--- src/rtl/clause_load_scan_controller.sv ---
// Purpose: loads N packed clause words into the clause bank in order, then sweeps clause indices for the evaluator.
// Latency: accepted word appears as a one-hot write pulse 1 cycle later; scan index is valid on the cycle after the request.
// Backpressure: coefficient input is valid/ready (ready only in LOAD); scan index is held while in_scan_stall is high.
module clause_load_scan_controller #(
  parameter int BIT_WIDTH_OF_INTEGER_VARIABLE = 2,
  parameter int NUMBER_OF_INTEGER_VARIABLES   = 2,
  parameter int NUMBER_OF_CLAUSES             = 4,
  parameter int CLAUSE_INDEX_WIDTH            = 2
) (
  input  logic                                                             in_clk,
  input  logic                                                             in_reset,
  input  logic                                                             in_start,
  input  logic                                                             in_coeff_valid,
  input  logic [BIT_WIDTH_OF_INTEGER_VARIABLE*NUMBER_OF_INTEGER_VARIABLES-1:0] in_coefficients,
  output logic                                                             out_coeff_ready,
  output logic [BIT_WIDTH_OF_INTEGER_VARIABLE*NUMBER_OF_INTEGER_VARIABLES-1:0] out_clause_coefficients,
  output logic [NUMBER_OF_CLAUSES-1:0]                                     out_clause_write_enable,
  output logic [CLAUSE_INDEX_WIDTH-1:0]                                    out_clause_index,
  input  logic                                                             in_scan_request,
  input  logic                                                             in_scan_stall,
  output logic                                                             out_scan_valid,
  output logic [CLAUSE_INDEX_WIDTH-1:0]                                    out_scan_index,
  output logic                                                             out_load_done,
  output logic                                                             out_busy
);

  localparam int W = BIT_WIDTH_OF_INTEGER_VARIABLE * NUMBER_OF_INTEGER_VARIABLES;
  localparam int N = NUMBER_OF_CLAUSES;
  localparam logic [CLAUSE_INDEX_WIDTH-1:0] LAST_IDX = CLAUSE_INDEX_WIDTH'(NUMBER_OF_CLAUSES - 1);

  typedef enum logic [1:0] {
    ST_IDLE   = 2'd0,
    ST_LOAD   = 2'd1,
    ST_LOADED = 2'd2,
    ST_SCAN   = 2'd3
  } state_t;

  state_t                        state_q, state_d;
  logic [CLAUSE_INDEX_WIDTH-1:0] load_idx_q, load_idx_d;
  logic                          ready_q, ready_d;
  logic [W-1:0]                  data_q, data_d;
  logic [N-1:0]                  we_q, we_d;
  logic [CLAUSE_INDEX_WIDTH-1:0] widx_q, widx_d;
  logic                          scan_vld_q, scan_vld_d;
  logic [CLAUSE_INDEX_WIDTH-1:0] scan_idx_q, scan_idx_d;
  logic                          done_q, done_d;
  logic                          busy_q, busy_d;

  logic load_xfer;
  logic scan_adv;

  // A word is taken only in LOAD and only while ready is being shown.
  assign load_xfer = (state_q == ST_LOAD) && ready_q && in_coeff_valid;
  // The scan index moves on when it is shown valid and downstream is not stalling.
  assign scan_adv  = (state_q == ST_SCAN) && scan_vld_q && !in_scan_stall;

  // Next-state and next-output computation; every registered output holds by default except the write pulse.
  always_comb begin
    state_d    = state_q;
    load_idx_d = load_idx_q;
    ready_d    = ready_q;
    data_d     = data_q;
    we_d       = '0;
    widx_d     = widx_q;
    scan_vld_d = scan_vld_q;
    scan_idx_d = scan_idx_q;
    done_d     = done_q;

    case (state_q)
      ST_IDLE: begin
        // Scan requests are meaningless before anything is loaded.
        if (in_start) begin
          state_d    = ST_LOAD;
          load_idx_d = '0;
          ready_d    = 1'b1;
          done_d     = 1'b0;
        end
      end

      ST_LOAD: begin
        if (load_xfer) begin
          for (int i = 0; i < N; i++) begin
            we_d[i] = (load_idx_q == CLAUSE_INDEX_WIDTH'(i));
          end
          data_d = in_coefficients;
          widx_d = load_idx_q;
          // Explicit compare against the last clause so non-power-of-2 banks never overrun.
          if (load_idx_q == LAST_IDX) begin
            state_d = ST_LOADED;
            ready_d = 1'b0;
            done_d  = 1'b1;
          end else begin
            load_idx_d = load_idx_q + 1'b1;
          end
        end
      end

      ST_LOADED: begin
        // A reload takes priority over a scan when both arrive together.
        if (in_start) begin
          state_d    = ST_LOAD;
          load_idx_d = '0;
          ready_d    = 1'b1;
          done_d     = 1'b0;
        end else if (in_scan_request) begin
          state_d    = ST_SCAN;
          scan_vld_d = 1'b1;
          scan_idx_d = '0;
        end
      end

      ST_SCAN: begin
        if (scan_adv) begin
          if (scan_idx_q == LAST_IDX) begin
            state_d    = ST_LOADED;
            scan_vld_d = 1'b0;
          end else begin
            scan_idx_d = scan_idx_q + 1'b1;
          end
        end
      end

      default: begin
        state_d = ST_IDLE;
      end
    endcase

    busy_d = (state_d == ST_LOAD) || (state_d == ST_SCAN);
  end

  // State and all registered outputs; synchronous reset clears everything and suppresses any pending pulse.
  always_ff @(posedge in_clk) begin
    if (!in_reset) begin
      state_q    <= ST_IDLE;
      load_idx_q <= '0;
      ready_q    <= 1'b0;
      data_q     <= '0;
      we_q       <= '0;
      widx_q     <= '0;
      scan_vld_q <= 1'b0;
      scan_idx_q <= '0;
      done_q     <= 1'b0;
      busy_q     <= 1'b0;
    end else begin
      state_q    <= state_d;
      load_idx_q <= load_idx_d;
      ready_q    <= ready_d;
      data_q     <= data_d;
      we_q       <= we_d;
      widx_q     <= widx_d;
      scan_vld_q <= scan_vld_d;
      scan_idx_q <= scan_idx_d;
      done_q     <= done_d;
      busy_q     <= busy_d;
    end
  end

  assign out_coeff_ready         = ready_q;
  assign out_clause_coefficients = data_q;
  assign out_clause_write_enable = we_q;
  assign out_clause_index        = widx_q;
  assign out_scan_valid          = scan_vld_q;
  assign out_scan_index          = scan_idx_q;
  assign out_load_done           = done_q;
  assign out_busy                = busy_q;

endmodule

--- config.mk ---
export PLATFORM = sky130hd
export DESIGN_NAME = clause_load_scan_controller
export DESIGN_NICKNAME = d
export VERILOG_FILES = /design/src/rtl/clause_load_scan_controller.sv
export SDC_FILE = /design/constraint.sdc
export NUM_CORES = 1
export LEC_CHECK = 0
export CORE_MARGIN = 8
export CORE_UTILIZATION = 40
export DETAILED_ROUTE_END_ITERATION = 10
export HOLD_SLACK_MARGIN = 0.05
export PLACE_DENSITY = 0.66
export SLEW_MARGIN = 20
export SYNTH_ARGS = -nofsm -noshare
export SYNTH_HDL_FRONTEND = slang
export SYNTH_SLANG_ARGS = --single-unit
--- constraint.sdc ---
create_clock -name in_clk -period 3.2 [get_ports in_clk]
set_input_delay 0.32 -clock in_clk [delete_from_list [all_inputs] [get_ports in_clk]]
set_output_delay 0.32 -clock in_clk [all_outputs]
set_load 0.1 [all_outputs]
======== Word level (Yosys, flattened, before mapping) ========
Index checks and enable logic that the tools add are counted.
storage, ports and cells
  output and inout port bits .............. 16
  flip-flop bits (word level) ............. 20
  logic and storage cells ................. 77
operators by class
  add/sub/neg operators ................... 2
  equal/unequal tests ..................... 18
  reduce and logical (&&, ||, !) cells .... 17
  muxes and demuxes ....................... 30
operators by type and width
  cell                                                   count
  two-way mux 2 bit                                      14
  equality test 2 bit, second input constant             6
  inequality test 2 bit, second input constant           6
  two-way mux 1 bit                                      10
  AND reduction 5 bit                                    2
  case mux 2 bit (2 select lines)                        2
  case mux 2 bit (4 select lines)                        1
  AND reduction 4 bit                                    2
  equality test 2 x 1 -> 1 bit, second input constant    3
  inequality test 2 x 1 -> 1 bit, second input constant  3
  case mux 1 bit (2 select lines)                        3
  adder 2 x 1 -> 2 bit, second input constant            2
  logical AND 1 bit                                      4
  zero test 2 bit                                        2
  nonzero test 2 bit                                     2
  AND reduction 3 bit                                    1
  AND reduction 2 bit                                    1
  OR reduction 2 bit                                     1
  zero test 1 bit                                        1
  logical OR 1 bit                                       1

======== Longest topological paths before layout ========
Gate-level depths: netlist of run 1.
  depth after elaboration ................. 7
  mapped depth ............................ 5
  gate-level depth less buffers ........... 4

======== Least setup slack after synthesis of run 1 ========
Ideal clock, no wire load.
  path type ............................... register to register
  from .................................... register ready_q (netlist: out_coeff_ready)
  to ...................................... register done_q (netlist: out_load_done)
  required time ........................... 3,135 ps
  period minus slack after synthesis ...... 1,770 ps
  path buffers ............................ 1
  setup slack ............................. 1,430 ps
  data arrival time ....................... 1,705 ps
  stages on the path, launching flop included .. 5
  path through ............................ dfxtp_1 -> and4b_4 -> buf_6 -> a21oi_2 -> nor2_1
on the way
  word-level cells in the longest chain between the ends .. 4
RTL lines
  what                             RTL line  source
  from (decl)                      40        logic ready_q, ready_d;
  from (signal assigned)           147       ready_q <= ready_d;
  logical AND 1 bit (2 in series)  53        assign load_xfer = (state_q == ST_LOAD) && ready_q && in_coeff_valid;
  inequality test 2 bit (no line)  --
  AND reduction 4 bit (no line)    --
  to (signal assigned)             153       done_q <= done_d;
  to (decl)                        46        logic done_q, done_d;
Every way passes these cells.
A chain may end at the register's enable or synchronous reset.

======== Worst setup path in the final report of run 1 ========
  from .................................... register ready_q (netlist: out_coeff_ready)
  to ...................................... output port out_coeff_ready
RTL lines
  what       RTL line  source
  to (decl)  15        output logic out_coeff_ready,
No word-level cell between the ends.

==> flow_summary.ini, run 1 <==
[outcome]
outcome = complete, no violations

[power_and_ir_drop]
internal_power_mw = 0.4026
netSwitchingFraction_pct = 23.81
switchingPower_mw = 0.1258
power.combinational.fraction_pct = 11.3
seq_power_share_pct = 49.0
worst_case_vdd_ir_drop_uv = 323.6
power_density_nw_per_um2 = 432.2
share_clk_of_total_power_pct = 39.8
leakagePower_nw = 0.4566

[clock_network]
clkTransAtPathRegs_ns = 0.12
postCtsSetupBuffers = 0
clkLatencyLatePin_ns = 0.31
htreeDepth = 1
cts_resized = 0
cts-buffers-inserted = 3
cts_hold_buf = 0
clock-root-buffer = sky130_fd_sc_hd__clkbuf_4
cts.sink_count = 20
tritoncts = done
cts-root-to-sink-buffers = 2

[die]
num_rows = 17
die_y_um = 63.85
die_x_um = 63.85
fp.dieArea_sq_um = 4077
floorplan.initialDensity_pct = 41.80
core_area_sq_um = 2191
pin_count = 26

[critical_path]
crit_path_top_delay_cell = sky130_fd_sc_hd__clkdlybuf4s50_1
path_max_fanout = 6
critPathTopFamily = buffers and inverters
critPathMaxStageDelay_ns = 1.18
arrival_ns = 1.96
worstPathBufferInverterCount = 1
data_required_critical_path_ns = 2.88
worstSetupStartpointType = register
worstPathCellList = clkdlybuf4s50_1
timing.critical_path.to_type = primary output
critical_path_class = register to primary output

[place]
portBuffers = 25
placed_wire_length_estimate_um = 1312
placement.setup.worst_slack_ns = 1.273
routabilityCongestion = 0.6679

[global_route]
grt_pass1_wl_um = 3243
grt_antenna_before_repair = 0
number_of_global_route_vias_before_repair = 719
pin_count_of_the_biggest_net_entering_global_routing = 23
overall_overflow_remaining_after_global_route = 0
globalRouteTotalUtil_pct = 9.646

[synthesis]
synthFlopType = sky130_fd_sc_hd__dfxtp_1
post_synth_num_cell_types = 31
synth.net_count = 106
synth.avg_cell_area_sq_um = 10.06
synth.cell_area_sq_um = 915.9
yosys_register_bits = 20
synth-edff-count = 0
yosys_warnings = 0
synth-seq-area-share_pct = 43.72
synth_top_cell_area_share_pct = 43.72
most_area_consuming_cells_after_synthesis = sky130_fd_sc_hd__dfxtp_1 (44%), sky130_fd_sc_hd__ha_1 (6.8%), sky130_fd_sc_hd__a21boi_2 (6.1%)
synthesis.instances = 91
ys_async_sr_fraction_pct = 0
synth_top_cell_by_area = sky130_fd_sc_hd__dfxtp_1

[timing]
clock-skew-final_ns = 0.005404
timing_worst_slew_pin_value_ns = 0.9721
setup_viol = 0
max_clock_freq_ghz = 0.4387
max-slew-margin-rel_pct = 34.99
final.setup.worst_slack_ns = 0.9203
final_hold_viol_count = 0
maxSlewViolCount = 0
timing.final.crit_share_pct = 71.24
final.min_clock_period_ns = 2.280
fin_tns_setup_ns = 0
grt_setup_unrepaired = false

[drt]
finalWirelength_um = 1839
post_drt_via_cell_ratio = 5.042
drt_pass1_iterations = 4
routed-via-count = 721
ant_nets = 0
drtIter0Drc = 23
routedWlPerCell_um = 12.86
drc_errors = 0

[finish]
finalNetCount = 131
layout-drive-gt1-share_pct = 16.52
area_delta_synth_final_pct = 33.47
number_of_inserted_diodes = 0
fill_cells = 224

[worst_hold_path]
class_of_the_tightest_hold_or_removal_check = register to register

[flow_run]
maxCapViolations = 0
==> cell type report <==
cell class | instances | area, sq um | area share, %
timing repair buffer | 25 | 250.2 | 20.47
clock inverter | 1 | 30.03 | 2.457
tap | 28 | 35.03 | 2.866
sequential | 20 | 400.4 | 32.75
inverter | 3 | 11.26 | 0.9212
clock buffer | 3 | 22.52 | 1.842
multi-input combinational | 63 | 473.0 | 38.69
==> synthesized netlist by cell type, types with 2 or more instances <==
master and number:
sky130_fd_sc_hd__a21boi_1 4, sky130_fd_sc_hd__a21boi_2 5, sky130_fd_sc_hd__a21oi_1 2, sky130_fd_sc_hd__and3_1 4
sky130_fd_sc_hd__clkbuf_1 2, sky130_fd_sc_hd__dfxtp_1 20, sky130_fd_sc_hd__ha_1 5, sky130_fd_sc_hd__inv_1 3
sky130_fd_sc_hd__mux2i_1 2, sky130_fd_sc_hd__nand2_1 12, sky130_fd_sc_hd__nand2_2 5, sky130_fd_sc_hd__nand2b_1 4
sky130_fd_sc_hd__nand3_1 5
==> tightest hold or removal path, stage by stage (launching register included) <==
cell	delay [ns]
sky130_fd_sc_hd__dfxtp_1	0.34
sky130_fd_sc_hd__nand2_1	0.05
sky130_fd_sc_hd__a21boi_1	0.05
==> per-layer routing <==
layer / wire, um / vias to the layer above / track usage [%]
met5: 0 / - / 0
met4: 0 / 0 / 5.014
met3: 157 / 0 / 4.181
met2: 882 / 23 / 14.81
met1: 799 / 332 / 11.12
li1: - / 366 / -
==> flip-flops by register name, summed over array words and instances (netlist names), 2 cells and up <==
signal,flops
out_scan_index,2
load_idx_q,2
out_clause_write_enable,4
out_clause_coefficients,4
out_clause_index,2
state_q,2
==> layout by cell type, fill, tap and decap left out, types with 2 or more instances in the layout <==
cell type and count:
sky130_fd_sc_hd__clkdlybuf4s50_1 25, sky130_fd_sc_hd__dfxtp_1 20, sky130_fd_sc_hd__nand2_1 12, sky130_fd_sc_hd__nand3_1 5, sky130_fd_sc_hd__nand2_2 5, sky130_fd_sc_hd__a21boi_2 5, sky130_fd_sc_hd__ha_1 5, sky130_fd_sc_hd__nand2b_1 4
sky130_fd_sc_hd__a21boi_1 4, sky130_fd_sc_hd__and3_1 4, sky130_fd_sc_hd__inv_1 3, sky130_fd_sc_hd__clkbuf_4 3, sky130_fd_sc_hd__a21oi_1 2, sky130_fd_sc_hd__mux2i_1 2
==> cell families after synthesis <==
group | count (synthesis) | synth area share (%)
compound gates | 19 | 17.49
flops | 20 | 43.72
mux | 2 | 2.186
fa+ha+maj | 5 | 6.831
simple gates | 37 | 25.13
buf+inv | 8 | 4.645
==> power by group through the flow <==
stage / Combinational [mW] / Clock (mW) / Sequential (mW)
floorplan: 0.0196 / 0 / 0.284
finish: 0.0596 / 0.210 / 0.259
detailed placement: 0.0602 / 0 / 0.264
global route: 0.0636 / 0.225 / 0.260
global placement: 0.0595 / 0 / 0.264
CTS: 0.0603 / 0.215 / 0.259
==> per-stage QoR <==
stage                     utilization (%)  cells  hold WS [ns]  area [sq um]  power [mW]
final                               55.80    143        0.4700          1222      0.5284
after global routing                55.80    143        0.4904          1222      0.5484
after CTS                           55.80    143        0.4727          1222      0.5336
after detailed placement            53.40    139        0.4551          1170      0.3244
after global placement              53.40    139        0.4517          1170      0.3235
after floorplan                         -     91        0.4467         915.9      0.3034
==> worst paths after layout <==
| kind | start | cells past startpoint | slack (ns) | to |
|---|---|---|---|---|
| setup / recovery | out_coeff_ready$_SDFFE_PN0P_ | 1 | 0.92 | out_coeff_ready |
| hold / removal | out_clause_index[1]$_SDFFE_PN0P_ | 2 | 0.47 | out_clause_index[1]$_SDFFE_PN0P_ |
| setup reg to reg | load_idx_q[0]$_SDFFE_PN0P_ | 4 | 1.86 | out_busy$_SDFF_PN0_ |
| hold reg to reg | out_clause_index[1]$_SDFFE_PN0P_ | 2 | 0.47 | out_clause_index[1]$_SDFFE_PN0P_ |
No activity file was read; power rests on OpenSTA's default activity.
==> inputs of run 2 (changes only) <==
PLACE_DENSITY = 0.69   (was 0.66)
clock period = 2 ns   (was 3.2 ns; I/O delays follow)
==> run 2 against run 1 <==
Compared with the run above:
- sequential cell count unchanged
- combinational power up 59%
- via count shrank 1.1%
- clock skew increased by 0.0017 ns
- critical path depth up 3
- register-to-register slack worse by 1.2 ns
- largest cell class unchanged
- hold slack lost 0.014 ns
- setup slack worse by 0.25 ns
==> flow_summary.ini, run 2 (synthesized netlist as in run 1, its figures left out) <==
[place]
placed_cells = 140
portBuffers = 25
placed_wire_length_estimate_um = 1376
routabilityCongestion = 0.7087

[drt]
ant_nets = 0
drc_errors = 0
drtIter0Drc = 6
routed-via-count = 713
post_drt_via_cell_ratio = 4.951
routedWlPerCell_um = 12.44
drt_pass1_iterations = 4
finalWirelength_um = 1792

[die]
die_y_um = 63.85
die_x_um = 63.85
core_area_sq_um = 2191
floorplan.initialDensity_pct = 41.80
num_rows = 17
fp.dieArea_sq_um = 4077
pin_count = 26

[timing]
grt_setup_unrepaired = false
fin_tns_setup_ns = 0
maxSlewViolCount = 0
max_clock_freq_ghz = 0.7530
timing_worst_slew_pin_value_ns = 0.3904
clock-skew-final_ns = 0.007099
max-slew-margin-rel_pct = 73.89
timing.final.crit_share_pct = 66.40
final_hold_viol_count = 0
final.min_clock_period_ns = 1.328
setup_viol = 0

[power_and_ir_drop]
leakagePower_nw = 0.4859
power_density_nw_per_um2 = 632.1
worst_case_vdd_ir_drop_uv = 469.9

[critical_path]
critical_path_class = register to register
worstPathCellList = ha_1 > nand3_1 > o22ai_1 > a21oi_1
critPathMaxStageDelay_ns = 0.44
cp-startpoint = load_idx_q[0]$_SDFFE_PN0P_
data_required_critical_path_ns = 2.18
arrival_ns = 1.50
path_max_fanout = 8
crit_path_top_delay_cell = sky130_fd_sc_hd__dfxtp_1
regToRegStartpoint = load_idx_q[0]$_SDFFE_PN0P_
worstSetupStartpointType = register
r2r_setup_slack_ns = 0.67
timing.critical_path.to_type = register
worst_r2r_path_depth = 4

[global_route]
grt_antenna_before_repair = 0
pin_count_of_the_biggest_net_entering_global_routing = 13
grt_pass1_wl_um = 3146
overall_overflow_remaining_after_global_route = 0
number_of_global_route_vias_before_repair = 748
globalRouteTotalUtil_pct = 9.214

[finish]
seqCellArea_sq_um = 400.4
multiInputGateArea_sq_um = 473.0
number_of_inserted_diodes = 0
fill_cells = 210
finalNetCount = 132
most-common-layout-cells = sky130_fd_sc_hd__dfxtp_1 (20), sky130_fd_sc_hd__buf_4 (17), sky130_fd_sc_hd__nand2_1 (12), sky130_fd_sc_hd__clkdlybuf4s50_1 (9)
layoutNonFillerInstCount = 144
area_delta_synth_final_pct = 28.14
mostFrequentLayoutCell = sky130_fd_sc_hd__dfxtp_1
layout-drive-gt1-share_pct = 31.03

[clock_network]
tritoncts = done
postCtsSetupBuffers = 0
cts_resized = 0
cts-buffers-inserted = 3
cts-root-to-sink-buffers = 2
cts_hold_buf = 0
htreeDepth = 1
clkTransAtPathRegs_ns = 0.11
cts.sink_count = 20
clock-root-buffer = sky130_fd_sc_hd__clkbuf_4
clkLatencyLatePin_ns = 0.30

[worst_hold_path]
min_delay_path_depth = 3
class_of_the_tightest_hold_or_removal_check = input pin to register
holdCritStartpoint = in_coefficients[2]

[outcome]
outcome = complete, no violations

[flow_run]
maxCapViolations = 0
## run 2: layer usage
layer	track usage (%)	vias up	share of wire, %	wire length, um
met5	0	-	0	0
met2	15.18	22	45	813
li1	-	365	-	-
met3	4.181	5	7.3	130
met1	10.10	321	46	817
met4	3.621	0	1.7	30
## run 2: per-stage QoR
stage / hold slack, ns / total power [mW] / worst slack, ns / area (sq um) / utilization, %
finish: 0.4557 / 0.7419 / 0.6721 / 1174 / 53.57
global route: 0.4483 / 0.7745 / 0.5330 / 1174 / 53.57
CTS: 0.4468 / 0.7525 / 0.6545 / 1174 / 53.57
detailed placement: 0.4506 / 0.5188 / 0.5470 / 1137 / 51.91
global placement: 0.4473 / 0.5182 / 0.5670 / 1137 / 51.91
floorplan: 0.3267 / 0.4854 / 0.2296 / 915.9 / -
## run 2: final timing paths
kind                                                           endpoint
worst max-delay path                                out_busy$_SDFF_PN0_
worst max register to register                      out_busy$_SDFF_PN0_
worst min-delay path            out_clause_coefficients[2]$_SDFFE_PN0P_
worst min register to register         out_clause_index[1]$_SDFFE_PN0P_
## run 2: report_power, final
part	internal [mW]	total (mW)	switching, mW	leakage, nW
clock network	0.111	0.233	0.122	0.0210
registers	0.405	0.414	0.00917	0.162
logic	0.0359	0.0946	0.0587	0.303
## run 2: layout make-up
cell class	instances	share of cell area, %
clock buffers	4	3.092
inverters	3	0.9595
multi-input cells	63	40.30
flip-flops and latches	20	34.12
well taps	28	2.985
repair buffers	26	18.55
## run 2: critical path: cells and delay by family (launching register included)
kind / cells / cell delay (ns)
simple gates: 1 / 0.11
compound gates: 2 / 0.30
flops: 1 / 0.44
fa+ha+maj: 1 / 0.35
